`src/rtl/gps_gen_pkg.sv`:
```
// Shared constants and encodings for the navigation message path of the GPS generator.
package gps_gen_pkg;

  localparam logic [7:0] NAV_PREAMBLE     = 8'h8B;
  localparam logic [7:0] PRESET_BYTE_ZERO = 8'h00;
  localparam logic [7:0] PRESET_BYTE_ALT  = 8'h55;

  typedef enum logic [1:0] {
    ST_IDLE     = 2'd0,
    ST_PREAMBLE = 2'd1,
    ST_PAYLOAD  = 2'd2,
    ST_PARITY   = 2'd3
  } nav_state_e;

  typedef enum logic [1:0] {
    SEL_ZERO   = 2'd0,
    SEL_ALT    = 2'd1,
    SEL_INDEX  = 2'd2,
    SEL_LOADED = 2'd3
  } preset_sel_e;

  function automatic logic [7:0] preset_byte(input preset_sel_e sel, input int idx,
                                             input logic [7:0] loaded);
    logic [7:0] b;
    case (sel)
      SEL_ZERO:  b = PRESET_BYTE_ZERO;
      SEL_ALT:   b = PRESET_BYTE_ALT;
      SEL_INDEX: b = 8'(idx);
      default:   b = loaded;
    endcase
    return b;
  endfunction

endpackage

```
`src/rtl/nav_msg_gen_if.sv`:
```
// Payload load port: byte-wide valid/ready handshake into the double buffer.
interface nav_msg_gen_if;
  logic       ld_valid_in;
  logic [7:0] ld_data_in;
  logic       ld_ready_out;

  modport master (output ld_valid_in, output ld_data_in, input  ld_ready_out);
  modport slave  (input  ld_valid_in, input  ld_data_in, output ld_ready_out);
endinterface

```
`src/rtl/nav_msg_ld_buf.sv`:
```
// Double-buffered payload store: shadow filled over the load port, copied to active on commit.
module nav_msg_ld_buf
  import gps_gen_pkg::*;
#(
  parameter int PAYLOAD_BYTES = 4
) (
  input  logic                          clk_in,
  input  logic                          rst_in,
  nav_msg_gen_if.slave                  ld,
  input  logic                          i_commit,
  output logic [PAYLOAD_BYTES-1:0][7:0] o_active
);

  localparam int PW = (PAYLOAD_BYTES > 1) ? $clog2(PAYLOAD_BYTES) : 1;

  logic [PAYLOAD_BYTES-1:0][7:0] r_shadow;
  logic [PAYLOAD_BYTES-1:0][7:0] r_active;
  logic [PW-1:0]                 r_wptr;
  logic                          r_pending;
  logic                          w_accept;

  assign ld.ld_ready_out = ~r_pending;
  assign w_accept        = ld.ld_valid_in & ~r_pending;
  assign o_active        = r_active;

  // Commit needs pending set before this edge, so a final byte landing on the
  // commit edge waits for the next commit.
  always_ff @(posedge clk_in) begin
    if (rst_in) begin
      r_shadow  <= '0;
      r_active  <= '0;
      r_wptr    <= '0;
      r_pending <= 1'b0;
    end else begin
      if (i_commit && r_pending) begin
        r_active  <= r_shadow;
        r_pending <= 1'b0;
      end
      if (w_accept) begin
        r_shadow[r_wptr] <= ld.ld_data_in;
        if (r_wptr == PW'(PAYLOAD_BYTES-1)) begin
          r_wptr    <= '0;
          r_pending <= 1'b1;
        end else begin
          r_wptr <= r_wptr + 1'b1;
        end
      end
    end
  end

endmodule

```
`src/rtl/nav_msg_gen.sv`:
```
// Navigation bit source: preamble + payload + even parity framing, epoch-aligned,
// with a raw passthrough mode and per-bit / per-frame strobes.
module nav_msg_gen
  import gps_gen_pkg::*;
#(
  parameter int PAYLOAD_BYTES  = 4,
  parameter int EPOCHS_PER_BIT = 20
) (
  input  logic         clk_in,
  input  logic         rst_in,
  input  logic         ena_in,
  input  logic         epoch_in,
  input  logic         use_msg_preset_in,
  input  logic [1:0]   preset_sel_in,
  input  logic         msg_in,
  nav_msg_gen_if.slave ld,
  output logic         msg_out,
  output logic         bit_start_out,
  output logic         frame_start_out
);

  localparam int PBITS = 8 * PAYLOAD_BYTES;
  localparam int BW    = $clog2(PBITS);
  localparam int EW    = $clog2(EPOCHS_PER_BIT);

  nav_state_e  r_state, w_state_nxt;
  logic [BW-1:0] r_bcnt, w_bcnt_nxt;
  logic [EW-1:0] r_ecnt;
  logic        r_use_preset;
  preset_sel_e r_sel;
  logic        r_msg, r_bit_start, r_frame_start;

  logic        w_counted, w_boundary, w_frame_start;
  logic        w_use_preset, w_gen_bit, w_bit_nxt;
  logic [PAYLOAD_BYTES-1:0][7:0] w_active;
  logic [PBITS-1:0]              w_pay_flat;

  nav_msg_ld_buf #(.PAYLOAD_BYTES(PAYLOAD_BYTES)) u_ld_buf (
    .clk_in   (clk_in),
    .rst_in   (rst_in),
    .ld       (ld),
    .i_commit (w_frame_start),
    .o_active (w_active)
  );

  // Payload flattened in transmission order: byte 0 MSB sits at the top bit.
  for (genvar g = 0; g < PAYLOAD_BYTES; g++) begin : g_pay
    assign w_pay_flat[PBITS-1-8*g -: 8] = preset_byte(r_sel, g, w_active[g]);
  end

  assign w_counted  = ena_in & epoch_in;
  assign w_boundary = w_counted &
                      ((r_state == ST_IDLE) || (r_ecnt == EW'(EPOCHS_PER_BIT-1)));

  always_comb begin
    w_state_nxt   = r_state;
    w_bcnt_nxt    = r_bcnt;
    w_frame_start = 1'b0;
    if (w_boundary) begin
      case (r_state)
        ST_PREAMBLE: begin
          if (r_bcnt == BW'(7)) begin
            w_state_nxt = ST_PAYLOAD;
            w_bcnt_nxt  = '0;
          end else begin
            w_bcnt_nxt = r_bcnt + 1'b1;
          end
        end
        ST_PAYLOAD: begin
          if (r_bcnt == BW'(PBITS-1)) begin
            w_state_nxt = ST_PARITY;
            w_bcnt_nxt  = '0;
          end else begin
            w_bcnt_nxt = r_bcnt + 1'b1;
          end
        end
        default: begin
          w_state_nxt   = ST_PREAMBLE;
          w_bcnt_nxt    = '0;
          w_frame_start = 1'b1;
        end
      endcase
    end
  end

  // Bit value for the state/index being entered; mode comes straight from the
  // input on the frame-start boundary since the register is still loading.
  always_comb begin
    w_use_preset = w_frame_start ? use_msg_preset_in : r_use_preset;
    case (w_state_nxt)
      ST_PREAMBLE: w_gen_bit = NAV_PREAMBLE[3'd7 - w_bcnt_nxt[2:0]];
      ST_PAYLOAD:  w_gen_bit = w_pay_flat[BW'(PBITS-1) - w_bcnt_nxt];
      ST_PARITY:   w_gen_bit = ^w_pay_flat;
      default:     w_gen_bit = 1'b0;
    endcase
    w_bit_nxt = w_use_preset ? w_gen_bit : msg_in;
  end

  always_ff @(posedge clk_in) begin
    if (rst_in) r_state <= ST_IDLE;
    else        r_state <= w_state_nxt;
  end

  always_ff @(posedge clk_in) begin
    if (rst_in) begin
      r_bcnt        <= '0;
      r_ecnt        <= '0;
      r_use_preset  <= 1'b0;
      r_sel         <= SEL_ZERO;
      r_msg         <= 1'b0;
      r_bit_start   <= 1'b0;
      r_frame_start <= 1'b0;
    end else begin
      r_bit_start   <= w_boundary;
      r_frame_start <= w_frame_start;
      if (w_boundary) begin
        r_bcnt <= w_bcnt_nxt;
        r_ecnt <= '0;
        r_msg  <= w_bit_nxt;
        if (w_frame_start) begin
          r_use_preset <= use_msg_preset_in;
          r_sel        <= preset_sel_e'(preset_sel_in);
        end
      end else if (w_counted) begin
        r_ecnt <= r_ecnt + 1'b1;
      end
    end
  end

  assign msg_out         = r_msg;
  assign bit_start_out   = r_bit_start;
  assign frame_start_out = r_frame_start;

endmodule

```
`src/flat_wrapper.sv`:
```
// flat-port wrapper written by rule: the top's interface ports become plain ports
module nav_msg_gen_flat import gps_gen_pkg::*;
#(
  parameter int PAYLOAD_BYTES  = 4,
  parameter int EPOCHS_PER_BIT = 20
)
  (clk_in, rst_in, ena_in, epoch_in, use_msg_preset_in, preset_sel_in, msg_in, msg_out, bit_start_out, frame_start_out, ld_ld_valid_in, ld_ld_data_in, ld_ld_ready_out);
  nav_msg_gen_if ld_i ();
  input  logic clk_in;
  input  logic rst_in;
  input  logic ena_in;
  input  logic epoch_in;
  input  logic use_msg_preset_in;
  input  logic [1:0] preset_sel_in;
  input  logic msg_in;
  output logic msg_out;
  output logic bit_start_out;
  output logic frame_start_out;
  input wire logic [$bits(ld_i.ld_valid_in)-1:0] ld_ld_valid_in;
  input wire logic [$bits(ld_i.ld_data_in)-1:0] ld_ld_data_in;
  output wire logic [$bits(ld_i.ld_ready_out)-1:0] ld_ld_ready_out;
  assign ld_i.ld_valid_in = ld_ld_valid_in;
  assign ld_i.ld_data_in = ld_ld_data_in;
  assign ld_ld_ready_out = ld_i.ld_ready_out;
  nav_msg_gen #(.PAYLOAD_BYTES(PAYLOAD_BYTES), .EPOCHS_PER_BIT(EPOCHS_PER_BIT)) u_core (.clk_in(clk_in), .rst_in(rst_in), .ena_in(ena_in), .epoch_in(epoch_in), .use_msg_preset_in(use_msg_preset_in), .preset_sel_in(preset_sel_in), .msg_in(msg_in), .ld(ld_i), .msg_out(msg_out), .bit_start_out(bit_start_out), .frame_start_out(frame_start_out));
endmodule
```
`config.mk`:
```
export PLATFORM = sky130hd
export DESIGN_NAME = nav_msg_gen_flat
export DESIGN_NICKNAME = d
export VERILOG_FILES = /design/src/rtl/gps_gen_pkg.sv /design/src/rtl/nav_msg_gen_if.sv /design/src/rtl/nav_msg_ld_buf.sv /design/src/rtl/nav_msg_gen.sv /design/src/flat_wrapper.sv
export SDC_FILE = /design/constraint.sdc
export NUM_CORES = 1
export LEC_CHECK = 0
export ABC_AREA = 0
export CAP_MARGIN = 30
export CORE_MARGIN = 2
export CORE_UTILIZATION = 60
export DETAILED_ROUTE_END_ITERATION = 6
export PLACE_DENSITY = 0.83
export REMOVE_ABC_BUFFERS = 1
export SYNTH_ARGS = -nofsm -noshare
export SYNTH_HDL_FRONTEND = slang
export SYNTH_SLANG_ARGS = --single-unit
```
`constraint.sdc`:
```
create_clock -name clk_in -period 3.25 [get_ports clk_in]
set_clock_uncertainty 0.2 [all_clocks]
set_input_delay 0.325 -clock clk_in [delete_from_list [all_inputs] [get_ports clk_in]]
set_output_delay 0.325 -clock clk_in [all_outputs]
set_load 0.01 [all_outputs]
```
==> Word level (Yosys, flattened, before mapping) <==
Memories as Yosys holds them, arrays and structs flattened.
Index checks and enable logic that the tools add are counted.
{ "totals": {"ff_bits": 85, "out_inout_bits": 4, "wordCells": 80, "romBits": 8, "mem_count": 1, "inputBits": 17} }
{ "op_classes": {"n_bitwise": 4, "n_eq_ne": 11, "n_lt_le_gt_ge": 4, "add_sub_neg": 5, "n_reduce_logical": 10, "n_mux": 27} }
{ "memory_table": {"columns": ["name", "depth", "width", "rd", "rd_clocked_by_memory_dff", "write_ports", "line", "text"], "rows": [
  ["(no name shown)", 8, 1, 1, 0, 0, "nav_msg_gen.sv:91", "ST_PREAMBLE: w_gen_bit = NAV_PREAMBLE[3'd7 - w_bcnt_nxt[2:0]];"]
]} }
{ "op_table": {"columns": ["cell", "n"], "rows": [
  ["case mux 8 bit (3 select lines)", 3],
  ["bitwise mux 32 bit", 1],
  ["XOR reduction 32 bit", 1],
  ["demux 8 bit (select 2 bit)", 1],
  ["case mux 8 bit (2 select lines)", 1],
  ["2-to-1 mux 5 bit", 3],
  ["adder 5 x 1 -> 5 bit, second input constant", 2],
  ["== test 2 bit, second input constant", 5],
  ["== test 5 bit, second input constant", 2],
  ["case mux 5 bit (2 select lines)", 1],
  ["2-to-1 mux 1 bit", 9],
  ["2-to-1 mux 2 bit", 4],
  ["2-to-1 mux 8 bit", 1],
  ["== test 2 x 1 -> 1 bit, second input constant", 3],
  ["< comparator 5 x 6 -> 1 bit, second input constant", 1],
  ["OR reduction 2 bit", 3],
  ["binary-select mux 1 bit (select 5 bit)", 1],
  ["== test 5 x 3 -> 1 bit, second input constant", 1],
  ["subtractor 5 bit, first input constant", 1],
  ["logical NOT 2 bit", 2],
  ["< comparator 3 x 4 -> 1 bit, second input constant", 1],
  ["case mux 2 bit (2 select lines)", 1],
  ["bitwise AND 1 bit", 3],
  ["< comparator 2 x 3 -> 1 bit, second input constant", 1],
  ["8 further kinds", 9]
]} }

==> Logic depth before layout (Yosys ltp) <==
Gate-level depths: netlist (run 1).
{ "logic_depth": {"word_depth": 9, "depth_mapped": 13, "depth_no_buf": 11} }

==> Modules after synthesis <==
A second synthesis (run 1) with hierarchy kept.
{ "unflattened": {"hier_cells": 524, "area_unflattened_um2": 4272.8} }
{ "modules_own_cells": {"columns": ["module", "cells_per_inst", "seq_area_each_um2", "area_per_inst_um2", "n_inst"], "rows": [
  ["nav_msg_ld_buf", 304, 1341.3, 2534.9, 1],
  ["nav_msg_gen", 220, 360.3, 1737.9, 1]
]} }

==> Worst setup path before layout (run 1) <==
Ideal clock, no wire load.
{ "synth_path": {"kind": "register to register", "from": "register u_core.r_bcnt[0]", "to": "register u_core.r_msg, in the netlist u_core.msg_out", "setup_time_ps": 120, "arrival_time_ps": 2530, "stages_incl_launch_ff": 13, "t_required_ps": 2930, "path_buffers": 1, "synth_period_minus_slack_ps": 2849, "setup_slack_ps": 401, "cell_sequence": "dfxtp_1 > ha_1 > and3_1 > ha_1 > nor2b_1 > o2bb2ai_1 > a21bo_1 > buf_6 > mux2i_1 > o21ai_0 > a32o_1 > a211o_1 > a211o_1"} }
{ "synth_via": {"elab_chain_cells": 9, "word_cells_on_any_way": 22, "cone_classes": "3 x add/sub; 5 x eq/ne; 13 x mux; 1 x memory"} }
{ "synth_lines": {"columns": ["element", "line", "text"], "rows": [
  ["start, declared", "nav_msg_gen.sv:27", "logic [BW-1:0] r_bcnt, w_bcnt_nxt;"],
  ["start signal, assigned", "nav_msg_gen.sv:117", "r_bcnt <= w_bcnt_nxt;"],
  ["adder 5 x 1 -> 5 bit, or another cell as far along", "nav_msg_gen.sv:66, nav_msg_gen.sv:74", null],
  ["2-to-1 mux 5 bit (on tied branches)", "nav_msg_gen.sv:70, nav_msg_gen.sv:62", null],
  ["case mux 5 bit (2 select lines)", "nav_msg_gen.sv:60", "case (r_state)"],
  ["2-to-1 mux 5 bit", "nav_msg_gen.sv:59", "if (w_boundary) begin"],
  ["subtractor 5 bit or subtractor 3 bit (tied branches)", "nav_msg_gen.sv:92, nav_msg_gen.sv:91", null],
  ["binary-select mux 1 bit (select 5 bit) or memory (8 x 1 bit) (tied branches)", null, null],
  ["2-to-1 mux 1 bit (on tied branches)", "nav_msg_gen.sv:92, nav_msg_gen.sv:91", null],
  ["case mux 1 bit (3 select lines) (*)", "nav_msg_gen.sv:90", "case (w_state_nxt)"],
  ["2-to-1 mux 1 bit (*)", "nav_msg_gen.sv:96", "w_bit_nxt = w_use_preset ? w_gen_bit : msg_in;"],
  ["end signal, assigned", "nav_msg_gen.sv:119", "r_msg <= w_bit_nxt;"],
  ["end, declared", "nav_msg_gen.sv:31", "logic r_msg, r_bit_start, r_frame_start;"]
]} }
Mark *: on every way between the ends. The rest lies on a longest branch, timed or not. The select of a mux whose other input is x is not followed.
A chain may end at the register's enable or synchronous reset.

==> Final worst setup path (run 1) <==
Same ends and word-level chain as after synthesis.

==> results of run 1 <==
[worst max-delay path by stage]
stage	start	to	slack [ps]	depth (start not counted)
after floorplan	u_core.r_ecnt[0]	u_core.u_ld_buf.o_active[0]	-80	6
after global placement	u_core.r_bcnt[0]	u_core.msg_out	210	12
after detailed placement	u_core.r_bcnt[0]	u_core.msg_out	70	12
after CTS	u_core.r_bcnt[0]	u_core.msg_out	50	12
after global routing	u_core.r_bcnt[0]	u_core.msg_out	6	12
final	u_core.r_bcnt[0]	u_core.msg_out	160	12
[per-stage QoR]
stage	power (W)	TNS (ps)	util	hold slack [ps]	cells
4_1_cts	0.00218	0	0.696	118	632
3_5_place_dp	0.00127	0	0.659	246	616
2_1_floorplan	0.00119	-2520	-	194	489
3_3_place_gp	0.00126	0	0.659	241	616
5_1_grt	0.00225	0	0.697	130	632
6_report	0.00218	0	0.697	122	632
[registers in the layout, summed over array words and instances (netlist names)]
signal	flops
u_core.msg_out	1
u_core.r_use_preset	1
u_core.frame_start_out	1
u_core.r_sel	2
u_core.u_ld_buf.r_shadow	32
u_core.u_ld_buf.r_pending	1
u_core.u_ld_buf.o_active	32
u_core.r_state	2
u_core.r_bcnt	5
u_core.r_ecnt	5
u_core.bit_start_out	1
u_core.u_ld_buf.r_wptr	2
[cell families after synthesis]
| logic type | after synthesis | share of synthesized area |
|---|---|---|
| simple gates | 199 | 0.209 |
| flops | 85 | 0.400 |
| fa+ha+maj | 13 | 0.0383 |
| mux | 21 | 0.0503 |
| buf+inv | 42 | 0.0453 |
| xor+xnor | 36 | 0.0742 |
| compound gates | 124 | 0.183 |
[cell type report]
cell class,instances,area [um2]
fillers,562,2070
flip-flops and latches,85,1700
multi-input cells,393,2370
well taps,96,120
inverters,11,41.3
repair buffers,31,278
clock buffers,9,124
clock inverters,7,128
[Yosys cell counts, types with 2 or more instances]
cell type	instances	area, um2
a211o_1	3	26.3
a211oi_1	6	45.0
a211oi_2	2	25.0
a21o_1	3	22.5
a21oi_1	79	395
a21oi_4	2	32.5
a22o_1	2	17.5
a31oi_1	2	12.5
buf_6	3	33.8
clkbuf_1	25	93.8
dfxtp_1	85	1700
ha_1	13	163
inv_1	11	41.3
mux2_1	3	33.8
mux2i_1	18	180
nand2_1	118	443
nand2b_1	2	12.5
nand3_1	35	175
nand4_1	2	12.5
nor2_1	25	93.8
nor2b_1	5	31.3
nor3_1	4	20.0
o2111ai_1	2	17.5
o211a_1	2	20.0
o211ai_1	2	15.0
o21ai_0	7	35.0
o22ai_1	2	12.5
xnor2_1	28	245
xor2_1	8	70.1
[where the power goes]
part	internal, W	leakage [nW]	switching [W]
Clock	0.000524	0.127	0.000406
Combinational	0.0000632	0.871	0.000106
Sequential	0.00106	0.688	0.0000153
Total	0.00165	1.69	0.000527
[layer usage]
metal  global-route usage  routed length (um)  vias up  share of wire
li1                     -                   -     1806              -
met1                0.326                4140     1718           0.43
met2                0.457                4790       88           0.50
met3               0.0424                 393       23          0.041
met4                0.107                 208        2          0.022
met5                    0                  13        -         0.0014
[worst reg2reg max path: stages, from the launching register on]
cell	delay (ps)
dfxtp_1	330
ha_1	220
and3_1	190
ha_1	200
nor2b_1	250
o2bb2ai_1	250
a21bo_4	260
buf_4	220
mux2i_1	200
o311ai_1	140
nor3_4	240
a211oi_2	60
a211o_1	240
[repair_timing]
| action | in CTS | in global routing |
|---|---|---|
| hold endpoints to repair | 0 | 0 |
| gates resized for setup | 0 | 2 |
| setup endpoints to repair | 0 | 1 |
==> reports/results.txt, run 1 <==
Status: finished clean
Worst path max stage delay: 330 ps
Reg2Reg Launch Point: u_core.r_bcnt[0]
CP Data Required Time: 3300 ps
Worst slew pin tran: 666 ps
Routability cong.: 1.02
Clock buffer count from CTS: 9
Worst hold start: rst_in
Global-route congestion overflow total: 0
Cell mode on critical path: ha_1
Netlist cell types: 50
DIE WIDTH: 88.2 um
Main flop type after synthesis: dfxtp_1
Dpl ws: 74.8 ps
Synth Instances: 520
Clk root buf: clkbuf_8
Crit-path max FO: 11
Most frequent cells in the layout: nand2_1, dfxtp_1, a21oi_1, nand3_1, xnor2_1
Clock Latency Late Sink: 370 ps
DP Area: 0.00450 mm2
Synthesized area per cell: 8.17 um2
Final #Nets: 561
First-pass GRT wire length: 16000 um
HPWL after detailed placement: 6870 um
Min-Delay Path Class: primary input to register
RSZ-0062 raised after global routing: false
WL final: 9550 um
Post-CTS setup buffers: 0
WP data arrival: 3140 ps
Detail Route Antenna Nets: 0
Core area: 0.00683 mm2
Peak supply drop: 0.386 mV
CP Launch Type: register
Final Cycle Share: 0.951
Post-synth EDFFs: 0
Hold Path Depth: 2
Final hold vios: 0
Post-synth ARST share: 0
GRT Util Overall: 0.264
Largest net degree at the start of global routing: 69
Antenna fix cells: 0
Buf/Inv on CP: 1
Final Max Slew Viols: 0
Max-Cap Viols: 0
Final Instance Area: 0.00476 mm2
Worst R2R End: u_core.msg_out
Drt pass-1 iters: 4
Num Clock Sinks: 85
Die height: 88.2 um
Clk pin slew, worst setup/hold paths: 90 ps
Commonest non-fill, non-tap cell in the layout: nand2_1
Register area share after synthesis: 0.400
Port Buffer Count: 20
Critical path's top delay family: compound AO/OA/AOI/OAI gates
Drt via density: 5.75
WHS Endpoint: u_core.bit_start_out
Vias in the first global route: 3400
Post-Syn Area: 0.00425 mm2
Worst slew margin: 0.556
H-tree depth: 3
Max clock buf depth: 2
FP Rows: 30
Initial antenna violation count: 1
Hold Buf Count CTS: 0
Syn-to-layout area delta: 12.0%
Pleak: 1.69 nW
Setup WS post-layout: 159 ps
CTS tree: built
Fmax: 323 MHz
Synthesis-stage register bit count: 85
Die area: 0.00777 mm2
Crit. End Element: register
Post-route minimum period: 3090 ps
Drc violations: 0
I/O pin cnt: 21
Drt wl/cell: 15.1 um
Share of cells above drive strength 1: 0.0746
Slowest CP cell: dfxtp_1
Crit Path Category: register to register
Iteration-0 DRC Markers: 224
Reg2reg path depth: 12
Final setup fails: 0
Register-to-Register Setup Slack: 160 ps
Routed vias: 3637
PwrDens: 457 mW/mm2
Cell Chain, Critical Path: ha_1, and3_1, ha_1, nor2b_1, o2bb2ai_1, a21bo_4, buf_4, mux2i_1, o311ai_1, nor3_4, a211oi_2, a211o_1
Starting Density: 0.622
Synth warn: 0
(Power assumes the default switching activity.)
==> inputs of run 2 (changes only) <==
--- a/config.mk
+++ b/config.mk
@@ -10,7 +10,8 @@
 export CORE_MARGIN = 2
 export CORE_UTILIZATION = 60
 export DETAILED_ROUTE_END_ITERATION = 6
-export PLACE_DENSITY = 0.83
+export DONT_BUFFER_PORTS = 1
+export PLACE_DENSITY = 0.79
 export REMOVE_ABC_BUFFERS = 1
 export SYNTH_ARGS = -nofsm -noshare
 export SYNTH_HDL_FRONTEND = slang
==> run 2 against run 1 <==
Clock power shrank 30%; cell count fell by 1.4%; die area unchanged; combinational power is 7% lower; critical path depth did not move; global-route usage grew 0.077 points.
==> reports/results.txt, run 2 (synthesized netlist as in run 1, its figures left out) <==
WL final: 9640 um (was 9550 um)
Final #Nets: 553 (was 561)
Port Buffer Count: 0 (was 20)
Final Cycle Share: 0.951 (about the same)
Worst path max stage delay: 320 ps (was 330 ps)
Register-to-Register Setup Slack: 160 ps (about the same)
Clock Latency Late Sink: 360 ps (was 370 ps)
Max-Cap Viols: 0 (unchanged)
Hold Path Depth: 2 (unchanged)
Min-Delay Path Class: primary input to register (unchanged)
Worst hold start: rst_in (unchanged)
CTS tree: built (unchanged)
PwrDens: 409 mW/mm2 (was 457 mW/mm2)
Iteration-0 DRC Markers: 188 (was 224)
Pleak: 1.62 nW (was 1.69 nW)
Worst R2R End: u_core.msg_out (unchanged)
Final hold vios: 0 (unchanged)
Final Max Slew Viols: 0 (unchanged)
Global-route congestion overflow total: 0 (unchanged)
Placed Cells: 595 (was 616)
WP data arrival: 3140 ps (about the same)
Post-Route Setup TNS: 0 ps (unchanged)
Clock buffer count from CTS: 9 (unchanged)
Share of cells above drive strength 1: 0.0702 (was 0.0746)
Reg2reg path depth: 12 (unchanged)
Syn-to-layout area delta: 8.71% (was 12.0%)
Buf/Inv on CP: 1 (unchanged)
Worst slew pin tran: 480 ps (was 666 ps)
WHS Endpoint: u_core.r_ecnt[0] (was u_core.bit_start_out)
First-pass GRT wire length: 16000 um (about the same)
Routability cong.: 0.861 (was 1.02)
Vias in the first global route: 3344 (was 3400)
Drt pass-1 iters: 5 (was 4)
Cell mode on critical path: ha_1 (unchanged)
Drc violations: 0 (unchanged)
Critical path's top delay family: compound AO/OA/AOI/OAI gates (unchanged)
Die height: 88.2 um (unchanged)
Post-CTS setup buffers: 0 (unchanged)
DIE WIDTH: 88.2 um (unchanged)
Die area: 0.00777 mm2 (unchanged)
Crit. End Element: register (unchanged)
Cell Chain, Critical Path: ha_1, and3_1, ha_1, nor2b_1, o2bb2ai_1, a21bo_4, buf_4, mux2i_1, o311ai_1, nor3_4, a211oi_2, a211o_1 (unchanged)
Power Total: 0.00189 W (was 0.00218 W)
Most frequent cells in the layout: nand2_1, dfxtp_1, a21oi_1, nand3_1, xnor2_1 (unchanged)
Crit-path max FO: 11 (unchanged)
GRT Util Overall: 0.264 (about the same)
Antenna fix cells: 0 (unchanged)
Max clock buf depth: 2 (unchanged)
Crit Path Category: register to register (unchanged)
CP Launch Type: register (unchanged)
Initial antenna violation count: 0 (was 1)
Drt wl/cell: 15.5 um (was 15.1 um)
Peak supply drop: 0.358 mV (was 0.386 mV)
Fmax: 324 MHz (was 323 MHz)
Post-route core utilization: 0.676 (was 0.697)
Slowest CP cell: dfxtp_1 (unchanged)
Drt via density: 5.76 (was 5.75)
Commonest non-fill, non-tap cell in the layout: nand2_1 (unchanged)
Clk pin slew, worst setup/hold paths: 80 ps (was 90 ps)
Worst slew margin: 0.680 (was 0.556)
HPWL after detailed placement: 6660 um (was 6870 um)
I/O pin cnt: 21 (unchanged)
RSZ-0062 raised after global routing: false (unchanged)
Core area: 0.00683 mm2 (unchanged)
Num Clock Sinks: 85 (unchanged)
Clk root buf: clkbuf_8 (unchanged)
Layout Cells excl Fill: 623 (was 632)
Largest net degree at the start of global routing: 80 (was 69)
Status: finished clean (unchanged)
Final setup fails: 0 (unchanged)
Starting Density: 0.622 (unchanged)
Routed vias: 3587 (was 3637)
Reg2Reg Launch Point: u_core.r_bcnt[0] (unchanged)
FP Rows: 30 (unchanged)
H-tree depth: 3 (unchanged)
CP Data Required Time: 3300 ps (about the same)
Post-route minimum period: 3090 ps (about the same)
Detail Route Antenna Nets: 0 (unchanged)
## run 2: layout make-up
cell class / count / area [um2]
clock inverter: 5 / 37.5
fill: 582 / 2210
timing repair buffer: 23 / 223
clock buffer: 10 / 128
tap: 96 / 120
multi-input combinational: 393 / 2370
inverter: 11 / 41.3
sequential: 85 / 1700
## run 2: how the worst max path moves through the flow
stage	startpoint	endpoint	cells after the start	slack, ps
6_report	u_core.r_bcnt[0]	u_core.msg_out	12	160
5_1_grt	u_core.r_bcnt[0]	u_core.msg_out	12	40
4_1_cts	u_core.r_bcnt[0]	u_core.msg_out	12	60
3_5_place_dp	u_core.r_bcnt[0]	u_core.msg_out	12	60
3_3_place_gp	u_core.r_bcnt[0]	u_core.msg_out	12	210
2_1_floorplan	u_core.r_ecnt[0]	u_core.u_ld_buf.o_active[0]	6	-80
## run 2: metrics by stage
stage / area, um2 / hold slack (ps) / worst slack [ps]
floorplan: 4100 / 194 / -78.7
global placement: 4300 / 201 / 207
detailed placement: 4300 / 202 / 61.6
CTS: 4610 / 38.6 / 56.3
global route: 4620 / 53.7 / 38.0
finish: 4620 / 59.0 / 160
## run 2: metal layers
layer | up-vias | wire [um] | part of all wire | GRT usage
li1 | 1786 | - | - | -
met1 | 1707 | 4240 | 0.44 | 0.324
met2 | 73 | 4810 | 0.50 | 0.457
met3 | 21 | 375 | 0.039 | 0.0622
met4 | 0 | 221 | 0.023 | 0.0895
met5 | - | 0 | 0 | 0
## run 2: where the power goes
group / total, W / switching, W / internal (W)
Clock: 0.000653 / 0.000377 / 0.000276
Sequential: 0.00108 / 0.0000169 / 0.00106
Combinational: 0.000157 / 0.000102 / 0.0000543
Total: 0.00189 / 0.000496 / 0.00139
## run 2: timing repair
item / CTS / global route
hold buffers: 13 / 0
hold endpoints to repair: 79 / 0
gates resized for setup: 0 / 2
setup endpoints to repair: 0 / 1
